$ cat src/rtl/lcd_pkg.sv
`default_nettype none
// ============================================================================
// Module      : lcd_pkg
// Description : Shared types and HD44780 command codes for the LCD sequencer.
// Revision    : 1.0 - initial release
// ============================================================================
package lcd_pkg;

    typedef enum logic [1:0] {
        PWRUP   = 2'd0,
        INIT    = 2'd1,
        IDLE    = 2'd2,
        REFRESH = 2'd3
    } state_t;

    typedef enum logic [1:0] {
        PHY_IDLE  = 2'd0,
        PHY_SETUP = 2'd1,
        PHY_EN    = 2'd2,
        PHY_WAIT  = 2'd3
    } phy_state_t;

    localparam logic [7:0] CMD_FUNC    = 8'h38;
    localparam logic [7:0] CMD_DISP_ON = 8'h0C;
    localparam logic [7:0] CMD_CLEAR   = 8'h01;
    localparam logic [7:0] CMD_ENTRY   = 8'h06;
    localparam logic [7:0] CMD_ROW0    = 8'h80;
    localparam logic [7:0] CMD_ROW1    = 8'hC0;
    localparam logic [7:0] CHAR_SPACE  = 8'h20;

    // Four init commands; a refresh is two row-address commands plus 32 chars
    localparam int N_INIT_CMDS = 4;
    localparam int N_WRITES    = 34;
    localparam int ROW1_STEP   = 17;

    function automatic int max_of(input int a, input int b);
        return (a > b) ? a : b;
    endfunction

endpackage
`default_nettype wire

$ cat src/rtl/lcd_ctrl_if.sv
`default_nettype none
// ============================================================================
// Module      : lcd_ctrl_if
// Description : Host request side and LCD pin side of the LCD sequencer.
//               master = character generator / board, slave = lcd_ctrl.
// Revision    : 1.0 - initial release
// ============================================================================
interface lcd_ctrl_if;
    logic [255:0] i_string;
    logic         i_update;
    logic         o_ready;
    logic         o_done;
    logic [7:0]   o_LCD_DATA;
    logic         o_LCD_EN;
    logic         o_LCD_RS;
    logic         o_LCD_RW;
    logic         o_LCD_ON;

    modport master (
        output i_string, i_update,
        input  o_ready, o_done, o_LCD_DATA, o_LCD_EN, o_LCD_RS, o_LCD_RW, o_LCD_ON
    );

    modport slave (
        input  i_string, i_update,
        output o_ready, o_done, o_LCD_DATA, o_LCD_EN, o_LCD_RS, o_LCD_RW, o_LCD_ON
    );
endinterface
`default_nettype wire

$ cat src/rtl/lcd_write_phy.sv
`default_nettype none
// ============================================================================
// Module      : lcd_write_phy
// Description : Performs one HD44780 byte write: 2 setup cycles, T_EN cycles
//               of EN high, then a post-write wait (T_CLEAR when i_long).
//               RS/DATA stay on the pins until the next write is started.
// Revision    : 1.0 - initial release
// ============================================================================
module lcd_write_phy
    import lcd_pkg::*;
#(
    parameter int T_EN    = 16,
    parameter int T_CMD   = 2000,
    parameter int T_CLEAR = 82000
) (
    input  wire logic       i_clk,
    input  wire logic       i_rst_n,
    input  wire logic       i_start,
    input  wire logic       i_rs,
    input  wire logic [7:0] i_data,
    input  wire logic       i_long,
    output logic            o_busy,
    output logic            o_done,
    output logic [7:0]      o_lcd_data,
    output logic            o_lcd_en,
    output logic            o_lcd_rs
);

    localparam int SETUP_CYCLES = 2;
    // Floor of 4 keeps the counter at least 2 bits for tiny parameter sets
    localparam int CNT_MAX = max_of(max_of(T_EN, 4), max_of(T_CMD, T_CLEAR));
    localparam int CW      = $clog2(CNT_MAX);

    phy_state_t      state, state_nxt;
    logic [CW-1:0]   cnt, cnt_nxt, cnt_inc, wait_last;
    logic            long_q;
    logic            en_nxt;
    logic [7:0]      data_q;
    logic            rs_q;
    logic            en_q;

    assign cnt_inc   = (cnt == '1) ? cnt : cnt + 1'b1;
    assign wait_last = long_q ? CW'(T_CLEAR - 1) : CW'(T_CMD - 1);

    // Next-state, counter and enable decode for one byte write
    always_comb begin
        state_nxt = state;
        cnt_nxt   = cnt_inc;
        en_nxt    = 1'b0;
        o_done    = 1'b0;
        case (state)
            PHY_IDLE: begin
                cnt_nxt = '0;
                if (i_start) begin
                    state_nxt = PHY_SETUP;
                end
            end
            PHY_SETUP: begin
                if (cnt == CW'(SETUP_CYCLES - 1)) begin
                    state_nxt = PHY_EN;
                    cnt_nxt   = '0;
                    en_nxt    = 1'b1;
                end
            end
            PHY_EN: begin
                en_nxt = 1'b1;
                if (cnt == CW'(T_EN - 1)) begin
                    state_nxt = PHY_WAIT;
                    cnt_nxt   = '0;
                    en_nxt    = 1'b0;
                end
            end
            PHY_WAIT: begin
                if (cnt == wait_last) begin
                    state_nxt = PHY_IDLE;
                    cnt_nxt   = '0;
                    o_done    = 1'b1;
                end
            end
            default: state_nxt = PHY_IDLE;
        endcase
    end

    // State, counter and pin registers; reset drops EN immediately
    always_ff @(posedge i_clk or negedge i_rst_n) begin
        if (!i_rst_n) begin
            state  <= PHY_IDLE;
            cnt    <= '0;
            long_q <= 1'b0;
            data_q <= 8'h00;
            rs_q   <= 1'b0;
            en_q   <= 1'b0;
        end else begin
            state <= state_nxt;
            cnt   <= cnt_nxt;
            en_q  <= en_nxt;
            if (state == PHY_IDLE && i_start) begin
                data_q <= i_data;
                rs_q   <= i_rs;
                long_q <= i_long;
            end
        end
    end

    assign o_busy     = (state != PHY_IDLE);
    assign o_lcd_data = data_q;
    assign o_lcd_rs   = rs_q;
    assign o_lcd_en   = en_q;

endmodule
`default_nettype wire

$ cat src/rtl/lcd_ctrl.sv
`default_nettype none
// ============================================================================
// Module      : lcd_ctrl
// Description : HD44780 16x2 sequencer: power-up wait, init command list,
//               then full-screen refreshes of a latched 32-character string.
// Revision    : 1.0 - initial release
// ============================================================================
module lcd_ctrl
    import lcd_pkg::*;
#(
    parameter int T_POWERUP = 750000,
    parameter int T_EN      = 16,
    parameter int T_CMD     = 2000,
    parameter int T_CLEAR   = 82000
) (
    input  wire logic i_clk,
    input  wire logic i_rst_n,
    lcd_ctrl_if.slave bus
);

    localparam int CNT_MAX = max_of(max_of(T_POWERUP, 4), max_of(max_of(T_EN, T_CMD), T_CLEAR));
    localparam int CW      = $clog2(CNT_MAX);

    state_t         state, state_nxt;
    logic [CW-1:0]  pu_cnt, pu_cnt_nxt;
    logic [5:0]     step, step_nxt;
    logic [255:0]   latch, latch_nxt;
    logic           pending, pending_nxt;
    logic           done_q, done_nxt;
    logic           lcd_on;
    logic [4:0]     char_idx;

    logic           wr_start, wr_rs, wr_long, wr_busy, wr_done;
    logic [7:0]     wr_data;
    logic [7:0]     phy_data;
    logic           phy_en, phy_rs;

    // Step 1..16 address chars 0..15, step 18..33 address chars 16..31
    assign char_idx = (step < 6'(ROW1_STEP)) ? 5'(step - 6'd1) : 5'(step - 6'd2);

    // Byte for the current sequence step; a new write starts whenever the phy is free
    always_comb begin
        wr_start = 1'b0;
        wr_rs    = 1'b0;
        wr_data  = 8'h00;
        wr_long  = 1'b0;
        if (state == INIT) begin
            wr_start = !wr_busy;
            case (step[1:0])
                2'd0:    wr_data = CMD_FUNC;
                2'd1:    wr_data = CMD_DISP_ON;
                2'd2: begin
                    wr_data = CMD_CLEAR;
                    wr_long = 1'b1;
                end
                default: wr_data = CMD_ENTRY;
            endcase
        end else if (state == REFRESH) begin
            wr_start = !wr_busy;
            if (step == 6'd0) begin
                wr_data = CMD_ROW0;
            end else if (step == 6'(ROW1_STEP)) begin
                wr_data = CMD_ROW1;
            end else begin
                wr_rs   = 1'b1;
                wr_data = latch[{char_idx, 3'b000} +: 8];
            end
        end
    end

    // Sequencing FSM; a pending request skips IDLE and restarts REFRESH directly
    always_comb begin
        state_nxt   = state;
        pu_cnt_nxt  = pu_cnt;
        step_nxt    = step;
        latch_nxt   = latch;
        pending_nxt = pending | (bus.i_update && state != IDLE);
        done_nxt    = 1'b0;
        case (state)
            PWRUP: begin
                if (pu_cnt == CW'(T_POWERUP - 1)) begin
                    state_nxt = INIT;
                    step_nxt  = 6'd0;
                end else if (pu_cnt != '1) begin
                    pu_cnt_nxt = pu_cnt + 1'b1;
                end
            end
            INIT: begin
                if (wr_done) begin
                    if (step == 6'(N_INIT_CMDS - 1)) begin
                        state_nxt = REFRESH;
                        step_nxt  = 6'd0;
                        latch_nxt = {32{CHAR_SPACE}};
                    end else begin
                        step_nxt = step + 6'd1;
                    end
                end
            end
            IDLE: begin
                if (bus.i_update || pending) begin
                    state_nxt   = REFRESH;
                    step_nxt    = 6'd0;
                    latch_nxt   = bus.i_string;
                    pending_nxt = 1'b0;
                end
            end
            REFRESH: begin
                if (wr_done) begin
                    if (step == 6'(N_WRITES - 1)) begin
                        done_nxt = 1'b1;
                        step_nxt = 6'd0;
                        if (pending || bus.i_update) begin
                            latch_nxt   = bus.i_string;
                            pending_nxt = 1'b0;
                        end else begin
                            state_nxt = IDLE;
                        end
                    end else begin
                        step_nxt = step + 6'd1;
                    end
                end
            end
            default: state_nxt = PWRUP;
        endcase
    end

    // Controller state registers
    always_ff @(posedge i_clk or negedge i_rst_n) begin
        if (!i_rst_n) begin
            state   <= PWRUP;
            pu_cnt  <= '0;
            step    <= 6'd0;
            latch   <= '0;
            pending <= 1'b0;
            done_q  <= 1'b0;
            lcd_on  <= 1'b0;
        end else begin
            state   <= state_nxt;
            pu_cnt  <= pu_cnt_nxt;
            step    <= step_nxt;
            latch   <= latch_nxt;
            pending <= pending_nxt;
            done_q  <= done_nxt;
            lcd_on  <= 1'b1;
        end
    end

    lcd_write_phy #(
        .T_EN    (T_EN),
        .T_CMD   (T_CMD),
        .T_CLEAR (T_CLEAR)
    ) u_phy (
        .i_clk      (i_clk),
        .i_rst_n    (i_rst_n),
        .i_start    (wr_start),
        .i_rs       (wr_rs),
        .i_data     (wr_data),
        .i_long     (wr_long),
        .o_busy     (wr_busy),
        .o_done     (wr_done),
        .o_lcd_data (phy_data),
        .o_lcd_en   (phy_en),
        .o_lcd_rs   (phy_rs)
    );

    assign bus.o_ready    = (state == IDLE);
    assign bus.o_done     = done_q;
    assign bus.o_LCD_DATA = phy_data;
    assign bus.o_LCD_EN   = phy_en;
    assign bus.o_LCD_RS   = phy_rs;
    assign bus.o_LCD_RW   = 1'b0;
    assign bus.o_LCD_ON   = lcd_on;

endmodule
`default_nettype wire
$ cat src/flat_wrapper.sv
// flat-port wrapper written by rule: the top's interface ports become plain ports
module lcd_ctrl_flat import lcd_pkg::*;
#(
    parameter int T_POWERUP = 750000,
    parameter int T_EN      = 16,
    parameter int T_CMD     = 2000,
    parameter int T_CLEAR   = 82000
)
  (i_clk, i_rst_n, bus_i_string, bus_i_update, bus_o_ready, bus_o_done, bus_o_LCD_DATA, bus_o_LCD_EN, bus_o_LCD_RS, bus_o_LCD_RW, bus_o_LCD_ON);
  lcd_ctrl_if bus_i ();
  input  wire logic i_clk;
  input  wire logic i_rst_n;
  input wire logic [$bits(bus_i.i_string)-1:0] bus_i_string;
  input wire logic [$bits(bus_i.i_update)-1:0] bus_i_update;
  output wire logic [$bits(bus_i.o_ready)-1:0] bus_o_ready;
  output wire logic [$bits(bus_i.o_done)-1:0] bus_o_done;
  output wire logic [$bits(bus_i.o_LCD_DATA)-1:0] bus_o_LCD_DATA;
  output wire logic [$bits(bus_i.o_LCD_EN)-1:0] bus_o_LCD_EN;
  output wire logic [$bits(bus_i.o_LCD_RS)-1:0] bus_o_LCD_RS;
  output wire logic [$bits(bus_i.o_LCD_RW)-1:0] bus_o_LCD_RW;
  output wire logic [$bits(bus_i.o_LCD_ON)-1:0] bus_o_LCD_ON;
  assign bus_i.i_string = bus_i_string;
  assign bus_i.i_update = bus_i_update;
  assign bus_o_ready = bus_i.o_ready;
  assign bus_o_done = bus_i.o_done;
  assign bus_o_LCD_DATA = bus_i.o_LCD_DATA;
  assign bus_o_LCD_EN = bus_i.o_LCD_EN;
  assign bus_o_LCD_RS = bus_i.o_LCD_RS;
  assign bus_o_LCD_RW = bus_i.o_LCD_RW;
  assign bus_o_LCD_ON = bus_i.o_LCD_ON;
  lcd_ctrl #(.T_POWERUP(T_POWERUP), .T_EN(T_EN), .T_CMD(T_CMD), .T_CLEAR(T_CLEAR)) u_core (.i_clk(i_clk), .i_rst_n(i_rst_n), .bus(bus_i));
endmodule
$ cat config.mk
export PLATFORM = sky130hd
export DESIGN_NAME = lcd_ctrl_flat
export DESIGN_NICKNAME = d
export VERILOG_FILES = /design/src/rtl/lcd_pkg.sv /design/src/rtl/lcd_ctrl_if.sv /design/src/rtl/lcd_write_phy.sv /design/src/rtl/lcd_ctrl.sv /design/src/flat_wrapper.sv
export SDC_FILE = /design/constraint.sdc
export NUM_CORES = 1
export LEC_CHECK = 0
export ABC_CLOCK_PERIOD_IN_PS = 11310
export BUFFER_PORTS_ARGS = -buffer_cell sky130_fd_sc_hd__buf_4
export CORE_MARGIN = 5
export CORE_UTILIZATION = 40
export CTS_CLUSTER_DIAMETER = 100
export DETAILED_ROUTE_END_ITERATION = 16
export PLACE_DENSITY = 0.62
export SYNTH_ARGS = -nofsm -noshare
export SYNTH_HDL_FRONTEND = slang
export SYNTH_SLANG_ARGS = --single-unit
$ cat constraint.sdc
create_clock -name i_clk -period 11.31 [get_ports i_clk]
set_input_delay 2.262 -clock i_clk [delete_from_list [all_inputs] [get_ports i_clk]]
set_output_delay 2.262 -clock i_clk [all_outputs]
set_load 0.01 [all_outputs]
==> results.yml <==
global_routing:
  largest_net_degree_at_the_start_of_global_routing: 254
  via_count_of_the_first_global_routing_pass: 13200
  grt.overflow.total: 0
  gr-usage-all-layers_pct: 20.8
  grt_pass1_wl_um: 72700
  grt_antenna_before_repair: 0
clocking:
  hold_buffers: 0
  cts_tree: "yes"
  clkSlewWorstSetupHoldPaths_ns: 0.06
  cts.repair_timing.setup_buffer_count: 0
  clock_sinks: 317
  clk-insertion-delay-late_ns: 0.55
  cts.root.buffer_cell: "sky130_fd_sc_hd__clkbuf_16"
  cts-resized-gates: 0
  cts-buffers-inserted: 38
  cts_max_level: 2
  cts_buffer_depth: 3
job:
  drv_cap: 0
die:
  design.core.area_um2: 38800
  effective_utilization_at_floorplan_pct: 40.6
  rows: 72
  chipWidth_um: 209
  floorplan.io_pins: 273
  die_y_um: 209
  die_area_um2: 43500
critical_path:
  critPathRequiredTime_ns: 11.79
  path_max_fanout: 118
  setup.worst_path.start_class: "input pin"
  endpoint_kind: "flip-flop"
  setup.worst_path.class: "input pin to flip-flop"
  data_arrival_time_of_the_critical_path_ns: 5.26
placed_design:
  portBuffers: 271
  place.detailed.instances: 2340
  gp_congestion: 0.843
  dp_hpwl_um: 31400
synthesis:
  synth.yosys.seq_area_share_pct: 50.3
  synth.cell_area_um2: 15800
  synth_flop_cell: "sky130_fd_sc_hd__dfrtp_1"
  netlist_instances: 1657
  synth_nets: 1930
  ys_warn_count: 0
  synth.ff_latch_count: 317
  syn_avg_cell_area_um2: 9.51
  ys_types: 60
  async_flop_share_pct: 100
  synth-edff-count: 0
sta:
  totalNegativeSetupSlack_ns: 0
  hold_viol: 0
  grt_setup_unrepaired: "false"
  worst-slew-pin-transition_ns: 1.16
  finalSetupViolCount: 0
  maxSlewHeadroom_pct: 22.4
  final.min_clock_period_ns: 4.78
  final.period_utilization_pct: 42.3
  timing_max_transition_violations_final: 0
  fin_worst_skew_ns: 0.0210
  clock.fmax_mhz: 209
cells_and_area:
  design.final.nets: 2135
  num_antenna_cells: 0
  layout-area-overhead-vs-synth_pct: 22.5
  final_cell_count_no_fill: 2410
  final_layout_size_suffix_gt1_share_pct: 23.2
route:
  detailedRoute.firstPassIterationCount: 5
  routed_wirelength_um: 45400
  wire_per_inst_um: 18.8
  viasPerCell: 5.27
  detailroute.via_count: 12700
  drc_errors: 0
  antenna_left: 0
  first_iter_violations: 1014
power_and_ir_drop:
  leakage_dissipation_uw: 0.00985
  design_power_total_uw: 2440
  power.density_nw_per_um2: 126
  max-vdd-ir-drop_mv: 0.0924
worst_hold_path:
  hold_path.class: "flip-flop to flip-flop"
run_status:
  run_status: "complete, no violations"
-- synth_stat cells (all sizes together), types with 3 or more instances --
cell type / instances / share of area, %
ha: 14 / 1.1
nor2b: 4 / 0.16
mux2: 21 / 1.5
nor4b: 3 / 0.25
nand3: 250 / 7.9
or2: 3 / 0.12
xnor2: 18 / 1.0
nor3: 16 / 0.51
dfrtp: 317 / 50
nand4: 19 / 0.75
xor2: 16 / 0.89
and4: 3 / 0.17
mux4: 60 / 8.6
and2: 5 / 0.20
a211oi: 5 / 0.32
a21oi: 13 / 0.41
nor2: 76 / 1.9
mux2i: 43 / 2.7
a31oi: 35 / 1.4
o21ai: 14 / 0.44
buf: 57 / 1.9
nor4: 8 / 0.40
a22oi: 8 / 0.38
inv: 43 / 1.0
clkbuf: 60 / 1.4
nand2: 497 / 12
and3: 7 / 0.28
nand2b: 3 / 0.12
a21o: 4 / 0.19
o2111ai: 4 / 0.22
-- path summary, 6_finish.rpt --
check | from | end | slack [ns] | cells after the start
max | bus_i_update | u_core.latch[74] | 6.53 | 6
min | u_core.latch[36] | u_core.latch[36] | 0.46 | 2
max reg2reg | u_core.step[1] | u_core.u_phy.o_lcd_data[5] | 6.98 | 11
min reg2reg | u_core.latch[36] | u_core.latch[36] | 0.46 | 2
max in group asynchronous | i_rst_n | u_core.latch[2] | 7.41 | 3
min in group asynchronous | i_rst_n | u_core.latch[173] | 1.75 | 1
-- final cells by class --
cell class                 count  area, µm²
fill                        3610      19500
sequential                   317       7940
multi-input combinational   1180       7180
timing repair buffer         282       2150
clock buffer                  57       1090
tap                          518        648
inverter                      43        161
clock inverter                13        139
-- critical path: stages --
cell and delay, ns:
sky130_fd_sc_hd__buf_4 0.12, sky130_fd_sc_hd__nor3b_1 0.56, sky130_fd_sc_hd__a211o_4 0.88, sky130_fd_sc_hd__buf_4 1.01, sky130_fd_sc_hd__nand2_1 0.14, sky130_fd_sc_hd__nand2_1 0.10
-- through the flow --
step           hold WS (ns)  setup slack, ns  util [%]  cell area (µm²)
2_1_floorplan         0.433             7.46         -            15800
3_3_place_gp          0.445             6.07      46.5            18100
3_5_place_dp          0.452             6.02      46.5            18100
4_1_cts               0.463             6.57      49.7            19300
5_1_grt               0.477             6.28      49.7            19300
6_report              0.459             6.53      49.7            19300
-- report_power, final --
| group | switching, µW | internal [µW] |
|---|---|---|
| sequential | 0.0475 | 1130 |
| combinational | 45.3 | 58.2 |
| clock | 482 | 717 |
-- layout by cell type (no fill, tap or decap), types with 3 or more instances in the layout --
cell,instances
sky130_fd_sc_hd__nand2_1,497
sky130_fd_sc_hd__dfrtp_1,316
sky130_fd_sc_hd__buf_4,279
sky130_fd_sc_hd__nand3_1,249
sky130_fd_sc_hd__nor2_1,74
sky130_fd_sc_hd__mux4_2,60
sky130_fd_sc_hd__mux2i_1,43
sky130_fd_sc_hd__inv_1,42
sky130_fd_sc_hd__clkbuf_16,38
sky130_fd_sc_hd__a31oi_1,35
sky130_fd_sc_hd__mux2_2,21
sky130_fd_sc_hd__nand4_1,19
sky130_fd_sc_hd__xnor2_1,17
sky130_fd_sc_hd__nor3_1,16
sky130_fd_sc_hd__xor2_1,16
sky130_fd_sc_hd__o21ai_0,14
sky130_fd_sc_hd__ha_1,14
sky130_fd_sc_hd__a21oi_1,13
sky130_fd_sc_hd__clkbuf_1,12
sky130_fd_sc_hd__a22oi_1,8
sky130_fd_sc_hd__and3_1,7
sky130_fd_sc_hd__clkbuf_8,7
sky130_fd_sc_hd__nor4_1,6
sky130_fd_sc_hd__clkinv_2,6
sky130_fd_sc_hd__and2_1,5
sky130_fd_sc_hd__nor2b_1,4
sky130_fd_sc_hd__a211oi_1,4
sky130_fd_sc_hd__a21o_1,4
sky130_fd_sc_hd__o2111ai_1,4
sky130_fd_sc_hd__and4_1,3
sky130_fd_sc_hd__nand2b_1,3
sky130_fd_sc_hd__or2_2,3
-- layer usage --
metal / vias to the layer above / track usage [%] / wire [µm]
met3: 73 / 3.87 / 2500
met4: 0 / 7.29 / 1490
met2: 346 / 33.7 / 21700
met1: 6221 / 28.2 / 19600
met5: - / 0 / 0
li1: 6072 / - / -
-- cells by family after synthesis --
kind of cell,synth area share [%]
adders and majority gates,1.11
DFF,50.3
muxes,12.8
AOI/OAI and AO/OA,4.52
xor gates and xnor gates,1.89
buffers and inverters,4.33
other,0.0476
and+or+nand+nor,25.0
-- state kept, by name, summed over array words and instances, names as in the netlist --
register                 flops
u_core.pending               1
u_core.u_phy.long_q          1
u_core.bus.o_done            1
u_core.u_phy.o_lcd_data      8
u_core.step                  6
u_core.u_phy.o_lcd_rs        1
u_core.state                 2
u_core.u_phy.cnt            17
u_core.pu_cnt               20
u_core.latch               256
u_core.u_phy.o_lcd_en        1
u_core.bus.o_LCD_ON          1
u_core.u_phy.state           2
Note: power is estimated with default switching activity, not from simulation.
